===== src/rtl/aes_uart_pkg.sv =====
// Shared definitions for the AES UART command controller: frame command
// codes, response status codes, controller states and counter widths.
package aes_uart_pkg;

    localparam int BLK_W           = 128;
    localparam int TIMEOUT_DEFAULT = 1_000_000;
    localparam int CNT_W           = $clog2(TIMEOUT_DEFAULT + 1);

    localparam logic [7:0] CMD_SET_KEY = 8'h00;
    localparam logic [7:0] CMD_ENC     = 8'h02;
    localparam logic [7:0] CMD_DEC     = 8'h03;

    localparam logic [7:0] ST_KEY_OK   = 8'h80;
    localparam logic [7:0] ST_ENC_OK   = 8'h82;
    localparam logic [7:0] ST_DEC_OK   = 8'h83;
    localparam logic [7:0] ST_NO_KEY   = 8'hE0;
    localparam logic [7:0] ST_BAD_CMD  = 8'hEE;
    localparam logic [7:0] ST_TIMEOUT  = 8'hEF;

    typedef enum logic [2:0] {
        S_IDLE      = 3'd0,
        S_RX_PAY    = 3'd1,
        S_CORE_GO   = 3'd2,
        S_CORE_WAIT = 3'd3,
        S_TX_STAT   = 3'd4,
        S_TX_DATA   = 3'd5
    } state_t;

    // True for the three command codes that carry a 16-byte payload.
    function automatic logic is_known_cmd(input logic [7:0] cmd);
        return (cmd == CMD_SET_KEY) || (cmd == CMD_ENC) || (cmd == CMD_DEC);
    endfunction

    // True for status codes that are followed by a 16-byte result block.
    function automatic logic has_result(input logic [7:0] stat);
        return (stat == ST_ENC_OK) || (stat == ST_DEC_OK);
    endfunction

endpackage


===== src/rtl/aes_blk_shreg.sv =====
// 128-bit block register shared by RX assembly and TX serialization:
// parallel load from the core result, or byte shift toward the MSB end
// (new byte enters at the LSB end, outgoing byte leaves from the MSB end).
module aes_blk_shreg
    import aes_uart_pkg::*;
(
    input  logic             Clk,
    input  logic             Rst,
    input  logic             i_load,
    input  logic [BLK_W-1:0] i_load_data,
    input  logic             i_shift,
    input  logic [7:0]       i_shift_in,
    output logic [BLK_W-1:0] o_q
);

    logic [BLK_W-1:0] r_q;

    // Block storage: parallel load has priority over the byte shift.
    always_ff @(posedge Clk or negedge Rst) begin
        if (!Rst) begin
            r_q <= {BLK_W{1'b0}};
        end else if (i_load) begin
            r_q <= i_load_data;
        end else if (i_shift) begin
            r_q <= {r_q[BLK_W-9:0], i_shift_in};
        end else begin
            r_q <= r_q;
        end
    end

    assign o_q = r_q;

endmodule


===== src/rtl/aes_cmd_ctrl.sv =====
// Host command framing controller: parses UART command frames, launches
// key load / encrypt / decrypt on the AES core and returns a status byte
// plus, for successful encrypt/decrypt, the 16-byte result.
module aes_cmd_ctrl
    import aes_uart_pkg::*;
#(
    parameter int DW             = BLK_W,
    parameter int TIMEOUT_CYCLES = TIMEOUT_DEFAULT
)(
    input  logic          Clk,
    input  logic          Rst,
    input  logic          i_RxDone,
    input  logic [7:0]    i_RxData,
    output logic          o_TxStart,
    output logic [7:0]    o_TxData,
    input  logic          i_TxReady,
    input  logic          i_TxDone,
    output logic          o_fKey,
    output logic          o_fEnc,
    output logic          o_fDec,
    output logic [DW-1:0] o_Key,
    output logic [DW-1:0] o_Data,
    input  logic          i_CoreDone,
    input  logic [DW-1:0] i_CoreData
);

    // Last count value before the idle window expires.
    localparam logic [CNT_W-1:0] TO_LAST = CNT_W'(TIMEOUT_CYCLES - 1);

    state_t           r_state, w_state_nxt;
    logic [7:0]       r_cmd, w_cmd_nxt;
    logic [7:0]       r_stat, w_stat_nxt;
    logic [3:0]       r_cnt, w_cnt_nxt;
    logic [CNT_W-1:0] r_to_cnt, w_to_nxt;
    logic             r_tx_busy, w_tx_busy_nxt;
    logic             r_key_valid, w_key_valid_nxt;
    logic             r_fkey, w_fkey_nxt;
    logic             r_fenc, w_fenc_nxt;
    logic             r_fdec, w_fdec_nxt;
    logic             r_txstart, w_txstart_nxt;
    logic [7:0]       r_txdata, w_txdata_nxt;
    logic [DW-1:0]    r_key, r_data;
    logic             w_key_load, w_data_load;
    logic             w_sh_load, w_sh_shift;
    logic [7:0]       w_sh_in;
    logic [DW-1:0]    w_sh_q;
    logic [DW-1:0]    w_shift_val;

    // Block as it will look once the byte currently on i_RxData is shifted in.
    assign w_shift_val = {w_sh_q[DW-9:0], i_RxData};

    aes_blk_shreg u_shreg (
        .Clk         (Clk),
        .Rst         (Rst),
        .i_load      (w_sh_load),
        .i_load_data (i_CoreData),
        .i_shift     (w_sh_shift),
        .i_shift_in  (w_sh_in),
        .o_q         (w_sh_q)
    );

    // State register.
    always_ff @(posedge Clk or negedge Rst) begin
        if (!Rst) begin
            r_state <= S_IDLE;
        end else begin
            r_state <= w_state_nxt;
        end
    end

    // Next-state, handshake and pulse decode; every output is registered below.
    always_comb begin
        w_state_nxt     = r_state;
        w_cmd_nxt       = r_cmd;
        w_stat_nxt      = r_stat;
        w_cnt_nxt       = r_cnt;
        w_to_nxt        = r_to_cnt;
        w_tx_busy_nxt   = r_tx_busy;
        w_key_valid_nxt = r_key_valid;
        w_fkey_nxt      = 1'b0;
        w_fenc_nxt      = 1'b0;
        w_fdec_nxt      = 1'b0;
        w_txstart_nxt   = 1'b0;
        w_txdata_nxt    = r_txdata;
        w_key_load      = 1'b0;
        w_data_load     = 1'b0;
        w_sh_load       = 1'b0;
        w_sh_shift      = 1'b0;
        w_sh_in         = i_RxData;
        case (r_state)
            S_IDLE: begin
                if (i_RxDone) begin
                    w_cmd_nxt = i_RxData;
                    w_cnt_nxt = 4'd0;
                    w_to_nxt  = {CNT_W{1'b0}};
                    if (is_known_cmd(i_RxData)) begin
                        w_state_nxt = S_RX_PAY;
                    end else begin
                        w_stat_nxt  = ST_BAD_CMD;
                        w_state_nxt = S_TX_STAT;
                    end
                end else begin
                    w_to_nxt = {CNT_W{1'b0}};
                end
            end
            S_RX_PAY: begin
                // A byte arriving in the expiry cycle wins over the timeout.
                if (i_RxDone) begin
                    w_sh_shift = 1'b1;
                    w_to_nxt   = {CNT_W{1'b0}};
                    if (r_cnt == 4'd15) begin
                        w_cnt_nxt   = 4'd0;
                        w_state_nxt = S_CORE_GO;
                        if (r_cmd == CMD_SET_KEY) begin
                            w_key_load = 1'b1;
                            w_fkey_nxt = 1'b1;
                        end else begin
                            w_data_load = 1'b1;
                            w_fenc_nxt  = r_key_valid && (r_cmd == CMD_ENC);
                            w_fdec_nxt  = r_key_valid && (r_cmd == CMD_DEC);
                        end
                    end else begin
                        w_cnt_nxt = r_cnt + 4'd1;
                    end
                end else if (r_to_cnt == TO_LAST) begin
                    w_to_nxt    = {CNT_W{1'b0}};
                    w_cnt_nxt   = 4'd0;
                    w_stat_nxt  = ST_TIMEOUT;
                    w_state_nxt = S_TX_STAT;
                end else begin
                    w_to_nxt = r_to_cnt + CNT_W'(1);
                end
            end
            S_CORE_GO: begin
                // The start pulse is visible during this cycle.
                if ((r_cmd != CMD_SET_KEY) && !r_key_valid) begin
                    w_stat_nxt  = ST_NO_KEY;
                    w_state_nxt = S_TX_STAT;
                end else begin
                    w_state_nxt = S_CORE_WAIT;
                end
            end
            S_CORE_WAIT: begin
                if (i_CoreDone) begin
                    w_sh_load   = 1'b1;
                    w_state_nxt = S_TX_STAT;
                    if (r_cmd == CMD_SET_KEY) begin
                        w_key_valid_nxt = 1'b1;
                        w_stat_nxt      = ST_KEY_OK;
                    end else if (r_cmd == CMD_ENC) begin
                        w_stat_nxt = ST_ENC_OK;
                    end else begin
                        w_stat_nxt = ST_DEC_OK;
                    end
                end else begin
                    w_state_nxt = S_CORE_WAIT;
                end
            end
            S_TX_STAT: begin
                if (!r_tx_busy) begin
                    if (i_TxReady) begin
                        w_txstart_nxt = 1'b1;
                        w_txdata_nxt  = r_stat;
                        w_tx_busy_nxt = 1'b1;
                    end else begin
                        w_tx_busy_nxt = 1'b0;
                    end
                end else if (i_TxDone) begin
                    w_tx_busy_nxt = 1'b0;
                    w_cnt_nxt     = 4'd0;
                    if (has_result(r_stat)) begin
                        w_state_nxt = S_TX_DATA;
                    end else begin
                        w_state_nxt = S_IDLE;
                    end
                end else begin
                    w_tx_busy_nxt = 1'b1;
                end
            end
            S_TX_DATA: begin
                if (!r_tx_busy) begin
                    if (i_TxReady) begin
                        w_txstart_nxt = 1'b1;
                        w_txdata_nxt  = w_sh_q[DW-1:DW-8];
                        w_sh_shift    = 1'b1;
                        w_sh_in       = 8'h00;
                        w_tx_busy_nxt = 1'b1;
                    end else begin
                        w_tx_busy_nxt = 1'b0;
                    end
                end else if (i_TxDone) begin
                    w_tx_busy_nxt = 1'b0;
                    if (r_cnt == 4'd15) begin
                        w_cnt_nxt   = 4'd0;
                        w_state_nxt = S_IDLE;
                    end else begin
                        w_cnt_nxt = r_cnt + 4'd1;
                    end
                end else begin
                    w_tx_busy_nxt = 1'b1;
                end
            end
            default: begin
                w_state_nxt   = S_IDLE;
                w_tx_busy_nxt = 1'b0;
            end
        endcase
    end

    // Frame bookkeeping, handshake flags and registered output pulses.
    always_ff @(posedge Clk or negedge Rst) begin
        if (!Rst) begin
            r_cmd       <= 8'h00;
            r_stat      <= 8'h00;
            r_cnt       <= 4'd0;
            r_to_cnt    <= {CNT_W{1'b0}};
            r_tx_busy   <= 1'b0;
            r_key_valid <= 1'b0;
            r_fkey      <= 1'b0;
            r_fenc      <= 1'b0;
            r_fdec      <= 1'b0;
            r_txstart   <= 1'b0;
            r_txdata    <= 8'h00;
        end else begin
            r_cmd       <= w_cmd_nxt;
            r_stat      <= w_stat_nxt;
            r_cnt       <= w_cnt_nxt;
            r_to_cnt    <= w_to_nxt;
            r_tx_busy   <= w_tx_busy_nxt;
            r_key_valid <= w_key_valid_nxt;
            r_fkey      <= w_fkey_nxt;
            r_fenc      <= w_fenc_nxt;
            r_fdec      <= w_fdec_nxt;
            r_txstart   <= w_txstart_nxt;
            r_txdata    <= w_txdata_nxt;
        end
    end

    // Key and operand holding registers, stable until the next complete frame.
    always_ff @(posedge Clk or negedge Rst) begin
        if (!Rst) begin
            r_key  <= {DW{1'b0}};
            r_data <= {DW{1'b0}};
        end else begin
            r_key  <= w_key_load  ? w_shift_val : r_key;
            r_data <= w_data_load ? w_shift_val : r_data;
        end
    end

    assign o_TxStart = r_txstart;
    assign o_TxData  = r_txdata;
    assign o_fKey    = r_fkey;
    assign o_fEnc    = r_fenc;
    assign o_fDec    = r_fdec;
    assign o_Key     = r_key;
    assign o_Data    = r_data;

endmodule


===== config.mk =====
export PLATFORM = sky130hd
export DESIGN_NAME = aes_cmd_ctrl
export DESIGN_NICKNAME = d
export VERILOG_FILES = /design/src/rtl/aes_uart_pkg.sv /design/src/rtl/aes_blk_shreg.sv /design/src/rtl/aes_cmd_ctrl.sv
export SDC_FILE = /design/constraint.sdc
export NUM_CORES = 1
export LEC_CHECK = 0
export ABC_AREA = 1
export CORE_MARGIN = 5
export CORE_UTILIZATION = 46
export DETAILED_ROUTE_END_ITERATION = 10
export GPL_ROUTABILITY_DRIVEN = 0
export MAX_ROUTING_LAYER = met4
export PLACE_DENSITY = 0.87
export SYNTH_ARGS = -nofsm -noshare
export SYNTH_HDL_FRONTEND = slang
export SYNTH_SLANG_ARGS = --single-unit

===== constraint.sdc =====
create_clock -name Clk -period 1.8 [get_ports Clk]
set_clock_uncertainty 0.15 [all_clocks]
set_input_delay 0.45 -clock Clk [delete_from_list [all_inputs] [get_ports Clk]]
set_output_delay 0.45 -clock Clk [all_outputs]
set_load 0.005 [all_outputs]

=== After elaboration in Yosys (flattened, before gate mapping) ===
Cells that the tools add are included.

* Bits of input ports: 142
* Bits in registers: 441
* Word-level logic and storage cells: 142

* Reductions and logical operators: 24
* Equal/unequal tests: 30
* $add $sub $neg: 2
* Multiplexer cells: 71

{| class="wikitable"
|+ Operators with widths
! cell !! number
|-
| $mux W128 || 2
|-
| $mux W8 || 13
|-
| $mux W20 || 2
|-
| $pmux W20 S2 || 1
|-
| $mux W3 || 13
|-
| $eq A8 B2 Y1 const B || 4
|-
| $mux W4 || 8
|-
| $pmux W8 S4 || 1
|-
| $ne A2 B2 Y1 const B || 15
|-
| $mux W1 || 25
|-
| $add A20 B1 Y20 const B || 1
|-
| $eq A20 B20 Y1 const B || 1
|-
| $pmux W3 S6 || 1
|-
| $eq A8 B8 Y1 const B || 2
|-
| $logic_not A8 Y1 || 2
|-
| $pmux W4 S4 || 1
|-
| $pmux W8 S2 || 1
|-
| $reduce_and A7 Y1 || 2
|-
| $reduce_and A8 Y1 || 1
|-
| $reduce_bool A4 Y1 || 2
|-
| $reduce_bool A8 Y1 || 1
|-
| $eq A3 B2 Y1 const B || 2
|-
| $eq A3 B3 Y1 const B || 2
|-
| $ne A3 B3 Y1 const B || 2
|-
| 15 further kinds || 22
|}

=== Logic depth before layout (Yosys ltp) ===
* Word-level depth: 6
* Depth in mapped cells: 11

=== Cells and area by module ===
Synthesis repeated with hierarchy kept, for this count alone.

* Cells, all modules: 2051
* Area total of the unflattened synthesis: 18794.3 µm²

{| class="wikitable"
|+ Modules (own cells, without submodules)
! module !! sequential area each (µm²) !! cells an instance !! times used !! area an instance (µm²)
|-
| aes_cmd_ctrl || 7757.4 || 1353 || 1 || 13031.2
|-
| aes_blk_shreg || 3203.1 || 698 || 1 || 5763.0
|}

=== Least setup slack after synthesis ===
OpenSTA, ideal clock, no wires.

* Path type: register to register
* Start: register r_state[2]
* End: register r_key[45] (netlist: o_Key[45])
* Setup slack: -0.057 ns
* Data required time: 1.520 ns
* Cell stages (with the launch flop): 12
* Arrival time: 1.577 ns
* Path through: dfrtp_1 > buf_4 > inv_4 > nand2_4 > nor2_4 > nand2_2 > nor3_2 > nand3_1 > buf_2 > buf_2 > nand2_1 > o21ai_1

* Word-level cells in the longest chain between the ends: 2

{| class="wikitable"
|+ Ends and longest elaborated chain
! element !! line !! RTL
|-
| start: declaration || aes_cmd_ctrl.sv:30 || <nowiki>state_t r_state, w_state_nxt;</nowiki>
|-
| start signal: assignment || aes_cmd_ctrl.sv:67 || <nowiki>r_state <= w_state_nxt;</nowiki>
|-
| $eq A3 B1 Y1 || aes_cmd_ctrl.sv:90 || <nowiki>case (r_state)</nowiki>
|-
| $mux W1 || aes_cmd_ctrl.sv:90 ||
|-
| end signal: assignment || aes_cmd_ctrl.sv:242 || <nowiki>r_key <= {DW{1'b0}};</nowiki>
|-
| end signal: assignment || aes_cmd_ctrl.sv:245 || <nowiki>r_key <= w_key_load ? w_shift_val : r_key;</nowiki>
|-
| end: declaration || aes_cmd_ctrl.sv:42 || <nowiki>logic [DW-1:0] r_key, r_data;</nowiki>
|}

Every way passes these cells.
A chain may end at the register's enable or synchronous reset.

=== Worst setup path after layout ===
* Start: register r_state[1]
* End: register u_shreg.r_q[102] (netlist: u_shreg.o_q[102])

* Word-level cells in the longest chain between the ends: 3

{| class="wikitable"
|+ Ends and longest elaborated chain
! element !! line !! RTL
|-
| $eq A3 B3 Y1 (tied with other cells) || aes_cmd_ctrl.sv:90 ||
|-
| $pmux W1 S2 / $mux W1 (equally long branches) || aes_cmd_ctrl.sv:90 ||
|-
| $reduce_bool A2 Y1 (no line) / $mux W128 (equally long branches) || - ||
|-
| end signal: assignment || aes_blk_shreg.sv:23 || <nowiki>r_q <= i_load_data;</nowiki>
|-
| end signal: assignment || aes_blk_shreg.sv:25 || <nowiki>r_q <= {r_q[BLK_W-9:0], i_shift_in};</nowiki>
|-
| end signal: assignment || aes_blk_shreg.sv:27 || <nowiki>r_q <= r_q;</nowiki>
|-
| end: declaration || aes_blk_shreg.sv:16 || <nowiki>logic [BLK_W-1:0] r_q;</nowiki>
|}

Parallel ways exist; a longest one is shown, timed or not.

==> impl_results.md <==
- Status: finished with violations
- Failing checks: negative setup slack
- Critical Path End Type: flop
- Routed len/inst: 25.3 um
- Clock Sinks: approximately 440
- # DRC: 0
- Fill cells: about 2100
- Clock power frac: 32.9%
- DR pass1 iterations: 9
- Setup crit start kind: flop
- Max clock buf depth: 3
- Most used cell, CP: buf_4
- Crit path largest cell delay: 380 ps
- Share of cells above drive strength 1: 28.8%
- Worst reg2reg startpoint: r_state[1]
- CP max FO: 13
- GRT overflow: 0
- HP Class: in2async
- CP Cell Sequence: inv_2 -> nor2_2 -> nand3_4 -> buf_4 -> buf_4 -> buf_12 -> buf_4 -> o211ai_1 -> o21ai_1
- Placed inst area: 0.0238 sq mm
- Pin count of the biggest net entering global routing: 129
- PortBufs: 409
- GRT Overall Usage: 31.1%
- Rows: between 70 and 80
- Internal power: 0.0204 W
- DRT iter0 DRCs: 2286
- Post-Syn Area: 0.0180 sq mm
- Worst vdd ir: 0.000707 V
- Vias/cell: ~6
- CP bufs+invs: 5
- Comb pwr share: between 20% and 30%
- Switching share of power: between 30 and 40%
- Vias in the first global route: 18280
- Most common cell after layout, fill and taps aside: dfrtp_1
- H-Tree Depth: 2
- ANT nets after route: 0
- Clock transition at path regs: 70 ps
- Post-synthesis cell count: 1946
- Distinct cells, synth: 35
- Via count: 19409
- Post-Route Setup TNS: -76880 ps
- Synth Warn #: 0
- Cell area power density: 1090 mW/mm^2
- Worst skew pair latency: about 570 ps
- Slowest cell on the critical path: dfrtp_1
- Fin. max-slew vios: 0
- Area of the multi-input gates: 0.00687 sq mm
- Yosys reg bits: 438
- Die H: 208 um
- Power, Total: 0.0311 W
- Lkg Pwr: 13.8 nW
- Final wirelength: about 80000 um
- Core ar.: 0.0386 sq mm
- Die footprint: 0.0431 sq mm
- Max-Cap Viols: 0
- Register area share after synthesis: approximately 61%
- Most frequent cells in the layout: dfrtp_1, nand2_1, buf_4
- CP Data Arrival Time: 2450 ps
- Crit-path leading delay family: buffers and inverters
- Number of antenna violations at the first check in global routing: 5
- Starting Density: 46.5%
- Fin crit period: 2200 ps
- DP HPWL: 41900 um
- Critical path startpoint: r_state[1]
- Crit share post-route: 122%
- Kind of critical path: reg2reg
- Area delta synth->final: 58.6%
- Nets: around 2800
- Hold violation total from the final report: 0
- Fmax: 455 MHz
- Register area: 0.0110 sq mm
- Root buffer cell: clkbuf_16
- RSZ-0062 raised after global routing: true
- Final Setup Violations: 453
- First-pass GRT wire length: 104000 um
- Avg Cell Area, Syn: 9.24 sq um
- CTS buffer count: 44
- Worst Max-Slew Pin Slew: 436 ps
- Setup ws final: -397 ps
- NetSw: 0.0108 W
- Die W: around 210 um
- Design area: between 0.02 and 0.03 sq mm
- CTS tree: built
- Flop pwr share: 39.5%
- Critical path data required time: approximately 2100 ps
- Slew HR: 70.9%
- I/O Pins: 410
- Syn nets: around 2100
flip-flops by register name (all words and copies together) (netlist names):
name / count
r_cnt: 4
o_TxData: 8
o_fKey: 1
u_shreg.o_q: 128
r_state: 3
r_stat: 5
r_key_valid: 1
o_Key: 128
o_fDec: 1
o_Data: 128
o_TxStart: 1
r_cmd: 8
o_fEnc: 1
r_to_cnt: 20
r_tx_busy: 1
synth_stat cells (all sizes together):
cell	number	share of area, %
buf	77	2.3
a21oi	12	0.33
o22ai	8	0.28
o211ai	109	4.6
clkinv	1	0.021
dfrtp	438	61
nor3	16	0.47
or2	1	0.035
nand3b	2	0.084
ha	2	0.14
a31oi	8	0.28
nand2	495	10
nand4	11	0.38
nand3	32	0.99
xnor2	1	0.049
nor2	77	1.7
o21ai	421	12
xor2	5	0.24
o21bai	7	0.29
nor3b	2	0.084
and2	2	0.070
inv	183	3.8
clkbuf	36	0.75
power by group through the flow:
stage          combinational, W  sequential (W)  clock [W]
2_1_floorplan           0.00389          0.0121          0
3_3_place_gp            0.00658          0.0122          0
3_5_place_dp            0.00686          0.0123          0
4_1_cts                 0.00740          0.0121     0.0101
5_1_grt                 0.00918          0.0123     0.0107
6_report                0.00860          0.0123     0.0102
through the flow:
step	hold WS [ps]	setup WS (ps)	std cells	utilization, %
finish	231	-397	3201	73.8
global route	243	-488	3200	73.8
CTS	209	-196	3126	67.7
detailed placement	217	-536	2920	61.5
global placement	217	-477	2920	61.5
floorplan	4.41	-22.3	1946	-
timing repair:
action,in CTS,in global routing
setup buffers,117,35
pin swaps,1,24
gates resized for setup,781,371
setup endpoints to repair,666,528
cloned,7,36
hold endpoints to repair,135,0
hold buffers,1,0
worst paths after layout:
kind                                     to  cells past startpoint  slack [ps]
max reg2reg                u_shreg.o_q[102]                      9        -400
min in group Clk             u_shreg.o_q[8]                      3         330
min                               o_Key[47]                      2         230
max                        u_shreg.o_q[102]                      9        -400
min reg2reg                u_shreg.o_q[121]                      2         340
max in group asynchronous  u_shreg.o_q[127]                      4         510
worst reg2reg max path, delay by kind of cell (launching register included):
| kind | cells | cell delay (ps) |
|---|---|---|
| AOI/OAI and AO/OA | 2 | 470 |
| buffers and inverters | 5 | 710 |
| and+or+nand+nor | 2 | 350 |
| DFF | 1 | 380 |
cell families (layout without fill, tap and decap cells):
group,Yosys count,after routing,share of synthesized area [%]
xor+xnor,6,6,0.292
fa+ha+maj,2,2,0.139
other cells,0,6,0
buf+inv,297,1028,6.93
compound gates,565,565,17.5
flops,438,438,61.0
simple gates,638,638,14.2
layer usage:
layer	global-route usage [%]	part of all wire (%)
met3	6.65	12
met4	15.1	7.2
met5	-	0
met2	50.5	47
met1	37.2	34
layout make-up:
cell class	count	share of cell area (%)
Inverter	184	2.46
Clock buffer	59	4.38
Multi-Input combinational cell	1211	24.1
Clock inverter	22	1.16
Timing Repair Buffer	763	27.1
Sequential cell	438	38.4
Tap cell	518	2.27
Antenna cell	6	0.0527
(Power assumes the default switching activity.)
